$ cat src/rtl/bp_table_if.sv
// Lookup/update handshake bundle between the fetch/resolve stages and the
// shared branch-prediction table controller.
interface bp_table_if #(
  parameter int IDX_W = 4
);
  logic [1:0]       req_valid;
  logic [IDX_W-1:0] req_idx0;
  logic [IDX_W-1:0] req_idx1;
  logic [1:0]       req_ready;
  logic [1:0]       resp_valid;
  logic             resp_pred;
  logic             upd_valid;
  logic [IDX_W-1:0] upd_idx;
  logic             upd_taken;
  logic             upd_ready;
  logic             init_done;

  modport master (
    output req_valid, req_idx0, req_idx1, upd_valid, upd_idx, upd_taken,
    input  req_ready, resp_valid, resp_pred, upd_ready, init_done
  );

  modport slave (
    input  req_valid, req_idx0, req_idx1, upd_valid, upd_idx, upd_taken,
    output req_ready, resp_valid, resp_pred, upd_ready, init_done
  );
endinterface

$ cat src/rtl/bp_table_arbiter.sv
// Shared table of 2-bit saturating counters: one access per cycle, arbitrated
// between two round-robin lookup ports and a 2-deep training-update FIFO.
module bp_table_arbiter #(
  parameter int ENTRIES = 16,
  parameter int IDX_W   = 4
) (
  input  logic       clk,
  input  logic       rst,
  bp_table_if.slave  bus
);

  typedef enum logic {ST_INIT, ST_RUN} state_e;

  typedef struct packed {
    logic [IDX_W-1:0] idx;
    logic             taken;
  } upd_t;

  state_e           state_q, state_d;
  logic [IDX_W-1:0] sweep_q, sweep_d;
  logic             last_grant_q, last_grant_d;
  logic [1:0]       count_q, count_d;
  upd_t             fifo_q [2];
  upd_t             fifo_d [2];
  logic [1:0]       resp_valid_q, resp_valid_d;
  logic             resp_pred_q, resp_pred_d;
  logic [1:0]       table_q [ENTRIES];

  logic             run, fifo_full, grant, grant_sel, push, drain;
  logic [1:0]       req_ready_c;
  logic             upd_ready_c;
  logic             wr_en;
  logic [IDX_W-1:0] wr_idx, rd_idx;
  logic [1:0]       wr_val;

  function automatic logic [1:0] train(input logic [1:0] cnt, input logic taken);
    if (taken) return (cnt == 2'b11) ? cnt : cnt + 2'd1;
    else       return (cnt == 2'b00) ? cnt : cnt - 2'd1;
  endfunction

  // Arbitration: a full FIFO forces a drain, otherwise lookups beat the FIFO.
  always_comb begin
    run         = (state_q == ST_RUN);
    fifo_full   = (count_q == 2'd2);
    grant       = run && !fifo_full && (|bus.req_valid);
    grant_sel   = (&bus.req_valid) ? ~last_grant_q : bus.req_valid[1];
    req_ready_c = grant ? (grant_sel ? 2'b10 : 2'b01) : 2'b00;
    upd_ready_c = run && !fifo_full;
    push        = bus.upd_valid && upd_ready_c;
    drain       = run && (fifo_full || (!(|bus.req_valid) && count_q != 2'd0));
    rd_idx      = grant_sel ? bus.req_idx1 : bus.req_idx0;
  end

  // NOTE: every always_comb output gets a default first so no path leaves it unassigned (no latches).
  always_comb begin
    state_d      = state_q;
    sweep_d      = sweep_q;
    wr_en        = 1'b0;
    wr_idx       = fifo_q[0].idx;
    wr_val       = train(table_q[fifo_q[0].idx], fifo_q[0].taken);
    if (!run) begin
      wr_en   = 1'b1;
      wr_idx  = sweep_q;
      wr_val  = 2'b00;
      sweep_d = sweep_q + 1'b1;
      if (sweep_q == IDX_W'(ENTRIES - 1)) state_d = ST_RUN;
    end else if (drain) begin
      wr_en = 1'b1;
    end

    last_grant_d = grant ? grant_sel : last_grant_q;
    resp_valid_d = req_ready_c;
    resp_pred_d  = grant ? table_q[rd_idx][1] : 1'b0;

    fifo_d = fifo_q;
    if (drain) fifo_d[0] = fifo_q[1];
    if (push)  fifo_d[drain ? 1'b0 : count_q[0]] = '{idx: bus.upd_idx, taken: bus.upd_taken};
    count_d = count_q + {1'b0, push} - {1'b0, drain};
  end

  // NOTE: sequential state uses non-blocking assignments so every flop samples pre-edge values.
  always_ff @(posedge clk) begin
    if (rst) begin
      state_q      <= ST_INIT;
      sweep_q      <= '0;
      last_grant_q <= 1'b1;
      count_q      <= 2'd0;
      resp_valid_q <= 2'b00;
      resp_pred_q  <= 1'b0;
    end else begin
      state_q      <= state_d;
      sweep_q      <= sweep_d;
      last_grant_q <= last_grant_d;
      count_q      <= count_d;
      resp_valid_q <= resp_valid_d;
      resp_pred_q  <= resp_pred_d;
    end
  end

  // NOTE: table and FIFO payload carry no reset; the INIT sweep clears the table and count_q gates the FIFO.
  always_ff @(posedge clk) begin
    fifo_q <= fifo_d;
    if (wr_en) table_q[wr_idx] <= wr_val;
  end

  assign bus.req_ready  = req_ready_c;
  assign bus.upd_ready  = upd_ready_c;
  assign bus.resp_valid = resp_valid_q;
  assign bus.resp_pred  = resp_pred_q;
  assign bus.init_done  = run;

endmodule

$ cat src/flat_wrapper.sv
// flat-port wrapper written by rule: the top's interface ports become plain ports
module bp_table_arbiter_flat 
#(
  parameter int ENTRIES = 16,
  parameter int IDX_W   = 4
)
  (clk, rst, bus_req_valid, bus_req_idx0, bus_req_idx1, bus_upd_valid, bus_upd_idx, bus_upd_taken, bus_req_ready, bus_resp_valid, bus_resp_pred, bus_upd_ready, bus_init_done);
  bp_table_if #(.IDX_W(IDX_W)) bus_i ();
  input  logic clk;
  input  logic rst;
  input wire logic [$bits(bus_i.req_valid)-1:0] bus_req_valid;
  input wire logic [$bits(bus_i.req_idx0)-1:0] bus_req_idx0;
  input wire logic [$bits(bus_i.req_idx1)-1:0] bus_req_idx1;
  input wire logic [$bits(bus_i.upd_valid)-1:0] bus_upd_valid;
  input wire logic [$bits(bus_i.upd_idx)-1:0] bus_upd_idx;
  input wire logic [$bits(bus_i.upd_taken)-1:0] bus_upd_taken;
  output wire logic [$bits(bus_i.req_ready)-1:0] bus_req_ready;
  output wire logic [$bits(bus_i.resp_valid)-1:0] bus_resp_valid;
  output wire logic [$bits(bus_i.resp_pred)-1:0] bus_resp_pred;
  output wire logic [$bits(bus_i.upd_ready)-1:0] bus_upd_ready;
  output wire logic [$bits(bus_i.init_done)-1:0] bus_init_done;
  assign bus_i.req_valid = bus_req_valid;
  assign bus_i.req_idx0 = bus_req_idx0;
  assign bus_i.req_idx1 = bus_req_idx1;
  assign bus_i.upd_valid = bus_upd_valid;
  assign bus_i.upd_idx = bus_upd_idx;
  assign bus_i.upd_taken = bus_upd_taken;
  assign bus_req_ready = bus_i.req_ready;
  assign bus_resp_valid = bus_i.resp_valid;
  assign bus_resp_pred = bus_i.resp_pred;
  assign bus_upd_ready = bus_i.upd_ready;
  assign bus_init_done = bus_i.init_done;
  bp_table_arbiter #(.ENTRIES(ENTRIES), .IDX_W(IDX_W)) u_core (.clk(clk), .rst(rst), .bus(bus_i));
endmodule
$ cat config.mk
export PLATFORM = sky130hd
export DESIGN_NAME = bp_table_arbiter_flat
export DESIGN_NICKNAME = d
export VERILOG_FILES = /design/src/rtl/bp_table_if.sv /design/src/rtl/bp_table_arbiter.sv /design/src/flat_wrapper.sv
export SDC_FILE = /design/constraint.sdc
export NUM_CORES = 1
export LEC_CHECK = 0
export ABC_AREA = 1
export CELL_PAD_IN_SITES_DETAIL_PLACEMENT = 1
export CELL_PAD_IN_SITES_GLOBAL_PLACEMENT = 1
export CORE_ASPECT_RATIO = 1.4
export CORE_MARGIN = 8
export CORE_UTILIZATION = 39
export CTS_CLUSTER_DIAMETER = 50
export DETAILED_ROUTE_END_ITERATION = 10
export PLACE_DENSITY_LB_ADDON = 0.25
export SYNTH_ARGS = -nofsm -noshare
export SYNTH_HDL_FRONTEND = slang
export SYNTH_SLANG_ARGS = --single-unit
$ cat constraint.sdc
create_clock -name clk -period 1.9 [get_ports clk]
set_clock_uncertainty 0.2 [all_clocks]
set_input_delay 0.57 -clock clk [delete_from_list [all_inputs] [get_ports clk]]
set_output_delay 0.57 -clock clk [all_outputs]
set_load 0.05 [all_outputs]
* Word level (Yosys, flattened, before mapping)
Memory sizes are Yosys's and may differ from the RTL's. A register that Yosys moved wholly into a read port is not among the register bits.
Cells that the tools add are included.
** Word-level totals
- Register bits after elaboration :: 20
- Memory bits (writable) :: 32
- Output and inout bits :: 7
- Logic and storage cells :: 58
- Memories :: 1
** Operators by class
- Add/sub/neg operators :: 5
- $lt $le $gt $ge :: 2
- Eq/ne operators :: 3
- Multiplexer cells :: 21
- Bitwise operators :: 3
- Reduce and logical (&&, ||, !) cells :: 14
** Memory list
- u_core.table_q :: depth 16, bits a word 2, rd ports 2, clocked after Yosys merged registers in 2, wr ports 1, line bp_table_arbiter.sv:27 : logic [1:0] table_q [ENTRIES];
** Operator list (count)
- $mux 2 :: 6
- $bwmux 10 :: 1
- $mux 10 :: 1
- $mux 5 :: 2
- $mux 1 :: 8
- $mux 4 :: 2
- $logic_and 1x1->1 :: 6
- $demux 5 s1 :: 1
- $add 4x1->4 const B :: 1
- $eq 2x2->1 const B :: 2
- $eq 4x4->1 const B :: 1
- $reduce_or 2->1 :: 2
- $add 2x1->2 :: 1
- $add 2x1->2 const B :: 1
- $ge 2x2->1 const B :: 1
- $logic_not 1->1 :: 2
- $logic_not 2->1 :: 1
- $lt 2x1->1 const B :: 1
- $not 1->1 :: 2
- $not 1->2 :: 1
- $reduce_and 2->1 :: 1
- $reduce_bool 2->1 :: 1
- $sub 2x1->2 :: 1
- $sub 2x1->2 const B :: 1
- $logic_or 1x1->1 :: 1

* Logic depth before layout (Yosys ltp)
- Depth after elaboration :: 13
- Depth in mapped cells :: 12
- Gate-level depth less buffers :: 11

* Worst setup path before layout
OpenSTA, ideal clock, no wires.
- Kind :: reg-to-output
- Start :: reg u_core.state_q, in the netlist u_core.bus.init_done
- End :: out bus_req_ready[0]
- Arrival :: 1.826 ns
- Data required time :: 1.130 ns
- Slack :: -0.696 ns
- Stages on the path, launching flop included :: 5
- Path buffers :: 0
- Path through :: dfxtp_1 nand2_1 a21oi_1 inv_1 nor2_1
** Between the ends
- Cells in the longest elaborated chain, start to end :: 3
** Ends and longest elaborated chain
- from (decl) :: line bp_table_arbiter.sv:19 : state_e state_q, state_d;
- from (signal assigned) :: line bp_table_arbiter.sv:91 : state_q <= state_d;
- $logic_and 1x1->1 (2 in a row) :: line bp_table_arbiter.sv:45 : grant = run && !fifo_full && (|bus.req_valid);
- $mux 2 :: line bp_table_arbiter.sv:47 : req_ready_c = grant ? (grant_sel ? 2'b10 : 2'b01) : 2'b00;
- to (decl) :: line flat_wrapper.sv:17 : output wire logic [$bits(bus_i.req_ready)-1:0] bus_req_ready;
No other way between the ends.

* Worst setup path after layout
- Start :: in bus_req_valid[0]
- End :: out bus_req_ready[0]
** Between the ends
- Cells in the longest elaborated chain, start to end :: 4
** Ends and longest elaborated chain
- from (decl) :: line flat_wrapper.sv:11 : input wire logic [$bits(bus_i.req_valid)-1:0] bus_req_valid;
- $reduce_and 2->1 :: line bp_table_arbiter.sv:46 : grant_sel = (&bus.req_valid) ? ~last_grant_q : bus.req_valid[1];
- $mux 1 :: line bp_table_arbiter.sv:46
- $mux 2 :: line bp_table_arbiter.sv:47
- $mux 2 (*) :: line bp_table_arbiter.sv:47
Every way passes the cells marked *; elsewhere a longest branch is shown, timed or not.

==> flow_summary.ini <==
[worst_setup_path]
critPathKind = in2out
critPathLaunchType = input pin
worst-path-buf-inv = 4
ff2ff_setup_slack_ps = -50
max_stage_delay_ps = 200
arrival_ps = 1290
worstReg2RegEnd = u_core.table_q[12][1]$_DFFE_PP_
r2r-start = u_core.fifo_q[6]$_DFF_P_
cpMostUsedCell = inv_2
ff2ff_path_depth = 9
path_cells = clkdlybuf4s15_2 > inv_2 > a21oi_2 > inv_2 > nor2_4 > buf_12
crit_slowest_cell = clkdlybuf4s15_2
worstPathRequired_ps = 1130
crit_family = buffers and inverters
worstPathMaxFanout = 2
crit_path_end_kind = primary output

[synthesis]
syn_avg_cell_area_sq_um = 8.87
syn_area_sq_mm = 0.00269
syn_nets = 324
ys_ff_latch = 53
synth_cells = 303
ys_seq_area_share_pct = 53.3
ys_types = 25
yosys_warnings = 0

[cells_and_area]
final-seq-area_sq_mm = 0.00144
area_growth_pct = 34.2
antenna_cells = 0
final_layout_size_suffix_gt1_share_pct = 31.3
multi_input_area_sq_mm = 0.00116
nets = 381
fillCellCount = 772

[clocking]
cts_tree = yes
cts_htree_levels = 2
hold_buffers = 0
clkTransAtPathRegs_ps = 100
numCtsBuffers = 5
clk_root_buffer_cell = clkbuf_8
cts.sinks = 53
worstSkewPairLatency_ps = 320
cts_max_path_buffers = 2

[timing]
min_period_ps = 2060
worst_pin_slew_ps = 363
maxSlewViolCount = 0
hold_violations = 0
period_share_pct = 108
max_freq_mhz = 486
slew_headroom_pct = 75.6
rsz0062_at_grt = yes
setup_viol = 19
whs_ps = 308
setup_ws_ps = -157

[routing]
drt_pre_antenna_iters = 4
first_iter_violations = 113
drt_wl_total_um = 7160
drc = 0
wl_per_cell_um = 15.7
vias = 2263
via_per_inst = 4.96
ant_nets = 0

[placed_design]
dp_hpwl_um = 5540
io_buffer_count = 24
gp_congestion = 0.884

[power]
irDropWorstVdd_mv = 0.529
leakagePower_nw = 1.47
totalPowerFinal_mw = 2.53
power_density_mw_per_mm2 = 701

[hold_path]
whs_path_depth = 2
worstHoldEndpoint = u_core.last_grant_q$_SDFFE_PP1P_
min-delay-start = u_core.last_grant_q$_SDFFE_PP1P_
min_path_type = reg2reg

[die]
initial_core_util_pct = 39.5
core-area_sq_mm = 0.00680
chipHeight_um = 114
dieArea_sq_mm = 0.00984
rows = 36
die_w_um = 86.1
io_pins = 25

[global_route]
grt-ovfl-total = 0
antenna_found_initial = 0
first_global_vias = 2547
grt_max_degree = 18
grt_pass1_wl_um = 12000
grt_util_all_layers_pct = 15.9

[status]
violations = setup timing
run_status = complete, but fails checks

[job]
maxCapViolCount = 0
[registers in the layout, indices dropped and copies added (netlist names), named ones only]
name and cells:
u_core.sweep_q 4, u_core.count_q 2, u_core.fifo_q 5, u_core.bus.init_done 1, u_core.bus.resp_valid 2, u_core.table_q 32, u_core.bus.resp_pred 1, u_core.last_grant_q 1
[Yosys cell counts]
library cell / number / area [sq um]
inv_2: 7 / 26.3
o211ai_2: 2 / 25.0
nand2_2: 5 / 31.3
or2_0: 1 / 6.26
ha_1: 3 / 37.5
a21oi_1: 8 / 40.0
nand2_1: 43 / 161
a31oi_1: 5 / 31.3
xor2_1: 1 / 8.76
a21oi_2: 2 / 17.5
nand2_4: 3 / 33.8
buf_6: 5 / 56.3
inv_1: 31 / 116
o21ai_0: 10 / 50.1
nand3_2: 7 / 70.1
nand3_1: 38 / 190
edfxtp_1: 37 / 1110
o21ai_4: 1 / 16.3
o21ai_1: 11 / 55.1
o21ai_2: 2 / 17.5
buf_8: 1 / 15.0
nor3_1: 4 / 20.0
dfxtp_1: 16 / 320
nor2_1: 59 / 221
a211oi_1: 1 / 7.51
[what timing repair did]
action                     in CTS  in global routing
buffers inserted                5                  3
gates resized for setup        31                 27
setup endpoints to repair      80                 53
pin swaps                       9                  8
[worst max path at each step]
stage | depth (start not counted) | end | start
4_1_cts | 7 | bus_req_ready[0] | u_core.count_q[0]$_SDFF_PP0_
3_5_place_dp | 6 | u_core.table_q[13][1]$_DFFE_PP_ | bus_req_valid[0]
5_1_grt | 7 | bus_req_ready[0] | u_core.count_q[0]$_SDFF_PP0_
2_1_floorplan | 3 | bus_req_ready[1] | bus_req_valid[0]
6_report | 6 | bus_req_ready[0] | bus_req_valid[0]
3_3_place_gp | 6 | bus_req_ready[0] | bus_req_valid[0]
[cells by family (layout without fill, tap and decap cells)]
logic type               count (synthesis)  after routing  synth area share [%]
AND/OR/NAND/NOR                        160            160                  27.3
XOR/XNOR                                 1              1                 0.326
buffers and inverters                   44            102                  7.96
flip-flops                              53             53                  53.3
AO/OA/AOI/OAI                           42             42                  9.69
adder cells (fa/ha/maj)                  3              3                  1.40
[power breakdown]
group	switching [mW]	internal (mW)	total [mW]
combinational	0.261	0.198	0.459
sequential	0.0303	1.26	1.29
clock	0.390	0.395	0.784
[area by class of cell]
type	count	area share (%)
sequential	53	39.9
tap	95	3.30
multi-input combinational	206	32.2
timing repair buffer	56	17.2
clock inverter	3	1.28
inverter	38	4.23
clock buffer	5	1.91
[worst min-delay path: stages, from the launching register on]
cell and delay, ps:
dfxtp_1 330, nand2_1 70, nand3_1 60
[metal layers]
layer / wire length (um) / vias to the layer above / share of wire [%] / GRT usage (%)
met5: 0 / - / 0 / 0
met4: 166 / 0 / 2.3 / 7.39
met3: 197 / 11 / 2.8 / 3.09
met2: 4040 / 34 / 56 / 30.8
met1: 2760 / 1087 / 38 / 15.4
li1: - / 1131 / - / -
[layout by cell type (no fill, tap or decap), drive strengths merged, types with 10 or more instances in the layout]
cell type | synthesis | routed
o21ai | 24 | 24
buf | 6 | 40
a21oi | 10 | 10
inv | 38 | 38
nand2 | 51 | 51
nor2 | 59 | 59
dfxtp | 16 | 16
nand3 | 45 | 45
edfxtp | 37 | 37
clkdlybuf4s50 | 0 | 15
[per-stage QoR]
| step | setup WS (ps) | area [sq um] | util (%) | setup TNS, ps | std cells |
|---|---|---|---|---|---|
| final | -157 | 3610 | 53.0 | -963 | 456 |
| after global routing | -224 | 3610 | 53.0 | -3620 | 456 |
| after CTS | -177 | 3500 | 51.5 | -910 | 453 |
| after detailed placement | -578 | 3280 | 48.2 | -28350 | 440 |
| after global placement | -527 | 3280 | 48.2 | -25160 | 440 |
| after floorplan | -135 | 2700 | - | -235 | 303 |
(Power assumes the default switching activity.)
==> patch 1 (same flow settings) <==
Reset style: asynchronous (`rst`), changed in one clocked block.
--- a/src/rtl/bp_table_arbiter.sv
+++ b/src/rtl/bp_table_arbiter.sv
@@ -81,3 +81,3 @@
   // NOTE: sequential state uses non-blocking assignments so every flop samples pre-edge values.
-  always_ff @(posedge clk) begin
+  always_ff @(posedge clk or posedge rst) begin
     if (rst) begin
Function: no difference found for any inputs over 10 cycles, from zero or initial values and one cycle with rst high; that may be too few to reach the edited logic, so the function may still have changed.
==> patch 1 against the unedited design <==
  * The run still ends with negative setup slack left
  * Design area grew 16%
  * Critical endpoint unchanged
  * Global-route usage grew 0.44 points
  * Synthesized area fell by 0.65%
  * Sequential cell count stayed put
  * Setup slack lost 0.14 ns
  * Wire length up 32%
Power is not compared: it rests on default switching activity, and its combinational part moved more than twofold at a synthesized area within 25%.
==> patch 1: results (changes against the unedited design) <==
- Non-clk bufs: 76 (+36%)
- Pin count of the biggest net entering global routing: 20 (+2)
- Netlist cell types: 26 (+4.0%)
- Synth Instances: 300 (-0.99%)
- Layout cells sized above 1: 44.4% (+13 points)
- Clk cell area share: 2.25% (-0.94 points)
- Worst setup margin: -0.302 ns (-0.145 ns)
- NonClk Buf Share: 20.0% (+2.8 points)
- Post-Synth Adder-Cell Area: 1.88% (+0.48 points)
- Net Count, Synth: 322 (-0.62%)
- Vias: 2447 (+8.1%)
- GR Layer Usage met1: 14.5% (-0.87 points)
- Multi-input logic area: 0.00148 mm² (+27%)
- Synth top area cells: edfxtp_1, nand2_1, dfrtp_1
- Met3 Wirelength: 361 µm (+83%)
- Area share of xor/xnor cells in the synthesized design: 1.64% (+1.3 points)
- Wire per inst: 20.1 µm (+28%)
- Worst Tran Pin Value: 0.508 ns (+0.145 ns)
- CP max FO: 3 (+1)
- Reg2Reg Setup Slack: -0.23 ns (-0.18 ns)
- Worst-path clk slew: 0.10 ns (about the same)
- Total GRT Usage: 16.3% (+0.44 points)
- Worst hold slack: 0.338 ns (+0.0305 ns)
- Via density: 5.21 (+4.9%)
- Reg area: 0.00149 mm² (+3.7%)
- Total die area: 0.00978 mm² (-0.54%)
- Reg-to-reg endpoint: u_core.table_q[0][0]
- Multi-input gate count: 202 (-1.9%)
- Worst Setup SP: u_core.count_q[1]
- R2R depth: 11 (+2)
- Flip-flop and latch count: 53 (unchanged)
- Seq pwr: 2.00 mW
- Met2 wire length: 5250 µm (+30%)
- Layout net count: 399 (+4.7%)
- Asr flop ratio synth: 20.8% (+21 points)
- Setup Viol. Count Final: 76 (+57)
- Met2 usage in global routing: 31.8% (+1.1 points)
- DR iter-0 viols: 94 (-17%)
- Seq/Total Area, Yosys: 55.7% (+2.5 points)
- Post-DP Area: 0.00333 mm² (+1.7%)
- Final GP Congestion: 0.886 (+0.20%)
- Vias in the first global route: 2626 (+3.1%)
- Inverter count: 39 (+2.6%)
- Post-synth top cells: nand2_1, nand3_1, nor2_1
- Post-DP HPWL: 5620 µm (+1.4%)
- Failing checks: negative setup slack
- Worst EP arrival: 1.43 ns (+0.14 ns)
- Filler Cells Inserted: 708 (-8.3%)
- Multi-input gate share of total cell area: 35.4% (+3.2 points)
- Outcome: finished with violations
- Critical R2R Launch: u_core.fifo_q[7]
- GR Layer Usage met3: 3.96% (+0.87 points)
- Worst setup path end: bus_req_ready[0]
- Worst hold endpoint: u_core.fifo_q[6]
- Global-route wire length before repair: 12300 µm (+2.7%)
==> patch 1: repair_timing <==
| item | in CTS | in global routing |
|---|---|---|
| endpoints found under the setup margin | 81 | 76 |
| buffers inserted | 12 | 12 |
| cloned | 0 | 2 |
| resized for setup | 54 | 91 |
| pin swaps | 13 | 37 |
| hold endpoints to repair | 0 | 0 |
==> patch 1: stage by stage <==
step                      total power, mW  setup TNS (ns)  setup slack (ns)
after floorplan                      3.63          -0.159           -0.0279
after global placement               4.81          -32.53            -0.627
after detailed placement             4.92          -36.29            -0.638
after CTS                            6.13           -3.61            -0.251
after global routing                 7.88          -16.99            -0.371
final                                7.56          -11.25            -0.302
==> patch 1: worst max-delay path, stage by stage (launching register included) <==
cell and delay (ns):
dfrtp_1 0.46, nand2_4 0.12, nand2_4 0.07, a21oi_4 0.13
inv_2 0.07, nor2_4 0.13, buf_12 0.14
==> patch 2 (same settings) <==
Without the edit above. `IDX_W` is set to 4 in 3 places; all go to 3.
--- a/src/rtl/bp_table_if.sv
+++ b/src/rtl/bp_table_if.sv
@@ -3,3 +3,3 @@
 interface bp_table_if #(
-  parameter int IDX_W = 4
+  parameter int IDX_W = 3
 );
--- a/src/rtl/bp_table_arbiter.sv
+++ b/src/rtl/bp_table_arbiter.sv
@@ -4,3 +4,3 @@
   parameter int ENTRIES = 16,
-  parameter int IDX_W   = 4
+  parameter int IDX_W   = 3
 ) (
--- a/src/flat_wrapper.sv
+++ b/src/flat_wrapper.sv
@@ -4,3 +4,3 @@
   parameter int ENTRIES = 16,
-  parameter int IDX_W   = 4
+  parameter int IDX_W   = 3
 )
Ports: changed (resized bus_req_idx0, bus_req_idx1 and bus_upd_idx); port bits go from 25 to 22. No check against the original RTL was run, so the function may have changed too.
==> patch 2 against the unedited design <==
  * The flow still finishes with violations (negative setup slack)
  * Synthesized area is 34% lower
  * Count of clock-buffer cells in the layout stayed put
  * Wire length is 25% lower
  * Worst hold slack better by 0.0093 ns
  * Sequential cell count is 19 lower
  * Sequential share of layout area is 4.9 points lower
  * Total power is 22% lower
  * Setup slack better by 0.062 ns
  * Design area is 30% lower
  * Core utilization is 3.8 points higher
  * Clock power is 32% lower
  * Synthesized cell count is 29% lower
  * Highest routed layer unchanged
==> patch 2: results (changes against the unedited design) <==
- Worst setup margin: -0.0950 ns (+0.0621 ns)
- Layout net count: 289 (-24%)
- Worst EP arrival: 1.22 ns (-0.07 ns)
- Netlist cell types: 25 (unchanged)
- Ys Warns: 0 (unchanged)
- Outcome: finished with violations
- Port Buf Inserts: 21 (-13%)
- Drt pass-1 iters: 4 (unchanged)
- Post-DP Area: 0.00229 mm² (-30%)
- Fin. max-slew vios: 0 (unchanged)
- Pre-CTS WS: -0.590 ns (-0.0114 ns)
- Final GP Congestion: 0.823 (-7.0%)
- Placed cells: 314 (-29%)
- Diode count: 0 (unchanged)
- Asr flop ratio synth: 0% (unchanged)
- VDD IR-drop max: 0.473 mV (-11%)
- WHS Path Cells: 2 (unchanged)
- Final WL: 5340 µm (-25%)
- DR iter-0 viols: 77 (-32%)
- Failing checks: negative setup slack
- Inserted Clock Buffers: 5 (unchanged)
- Post-DP HPWL: 3620 µm (-35%)
- Slowest-stage cell, CP: dfxtp_2
- Vias in the first global route: 1854 (-27%)
- Total GRT Usage: 16.1% (+0.24 points)
- Setup TNS: -0.111 ns (+0.852 ns)
- R2R depth: 11 (+2)
- Post-synth top cells: nand2_1, nor2_1, inv_1
- Antenna violations before repair: 0 (unchanged)
- Worst Tran Pin Value: 0.528 ns (+0.165 ns)
- Net Count, Synth: 235 (-27%)
- CP peak stage delay: 0.35 ns (+0.15 ns)
- Crit-path leading delay family: flip-flops
- Syn Area/Cell: 8.26 µm² (-6.9%)
- Global-route wire length before repair: 8540 µm (-29%)
- Pin count of the biggest net entering global routing: 12 (-6)
- CTS Root Cell: clkbuf_8
- CP max FO: 3 (+1)
- Lkg Pwr: 1.11 nW (-24%)
- H-tree lvl count: 2 (unchanged)
- Seq/Total Area, Yosys: 49.6% (-3.7 points)
- HP Class: flop to flop
- Clock latency on the worst-skew pair: 0.29 ns (-0.03 ns)
- Vias: 1641 (-27%)
- EDFF count, synth: 20 (-46%)
- Clock Tree Buf Depth: 2 (unchanged)
- Worst-path clk slew: 0.07 ns (-0.03 ns)
- Synth top area cells: edfxtp_1, dfxtp_1, nand2_1
- Layout cells sized above 1: 31.5% (+0.18 points)
- Wire per inst: 16.1 µm (+2.5%)
- Setup Viol. Count Final: 2 (-17)
==> patch 2: layer usage <==
layer / up-vias / global-route usage, % / part of all wire [%]
met5: - / 0 / 0
met4: 0 / 7.37 / 2.6
met3: 11 / 3.13 / 2.3
met2: 27 / 33.8 / 60
met1: 802 / 13.7 / 36
li1: 801 / - / -
==> patch 2: path summary, 6_finish.rpt <==
check	start	slack (ns)	to
worst max-delay path	u_core.count_q[0]	-0.09	bus_req_ready[0]
worst min-delay path	u_core.sweep_q[0]	0.32	u_core.sweep_q[0]
worst max register to register	u_core.count_q[0]	0.02	u_core.count_q[1]
worst min register to register	u_core.sweep_q[0]	0.32	u_core.sweep_q[0]
==> patch 2: report_power, final <==
| group | switching [mW] | internal, mW | leakage, nW | total, mW |
|---|---|---|---|---|
| sequential | 0.0431 | 0.835 | 0.306 | 0.878 |
| combinational | 0.337 | 0.223 | 0.766 | 0.560 |
| clock | 0.281 | 0.251 | 0.0416 | 0.532 |
| total | 0.661 | 1.31 | 1.11 | 1.97 |
==> patch 2: area by class of cell <==
class	instances	area (µm²)
Fill cell	528	1930
Sequential cell	34	887
Multi-Input combinational cell	145	836
Timing Repair Buffer	50	515
Inverter	33	135
Tap cell	62	77.6
Clock buffer	5	68.8
Clock inverter	3	16.3
==> patch 2: kinds of logic after synthesis <==
family	after synthesis	synth area share, %
AO/OA/AOI/OAI	25	8.67
flip-flops	34	49.6
AND/OR/NAND/NOR	115	29.2
buffers and inverters	36	9.02
adder cells (fa/ha/maj)	5	3.52
==> patch 2: timing repair <==
| action | 4_1_cts | 5_1_grt |
|---|---|---|
| endpoints found under the hold margin | 0 | 0 |
| gates resized for setup | 20 | 13 |
| gates cloned | 0 | 0 |
| pin swaps | 6 | 2 |
| endpoints found under the setup margin | 30 | 14 |
| setup buffers | 9 | 1 |
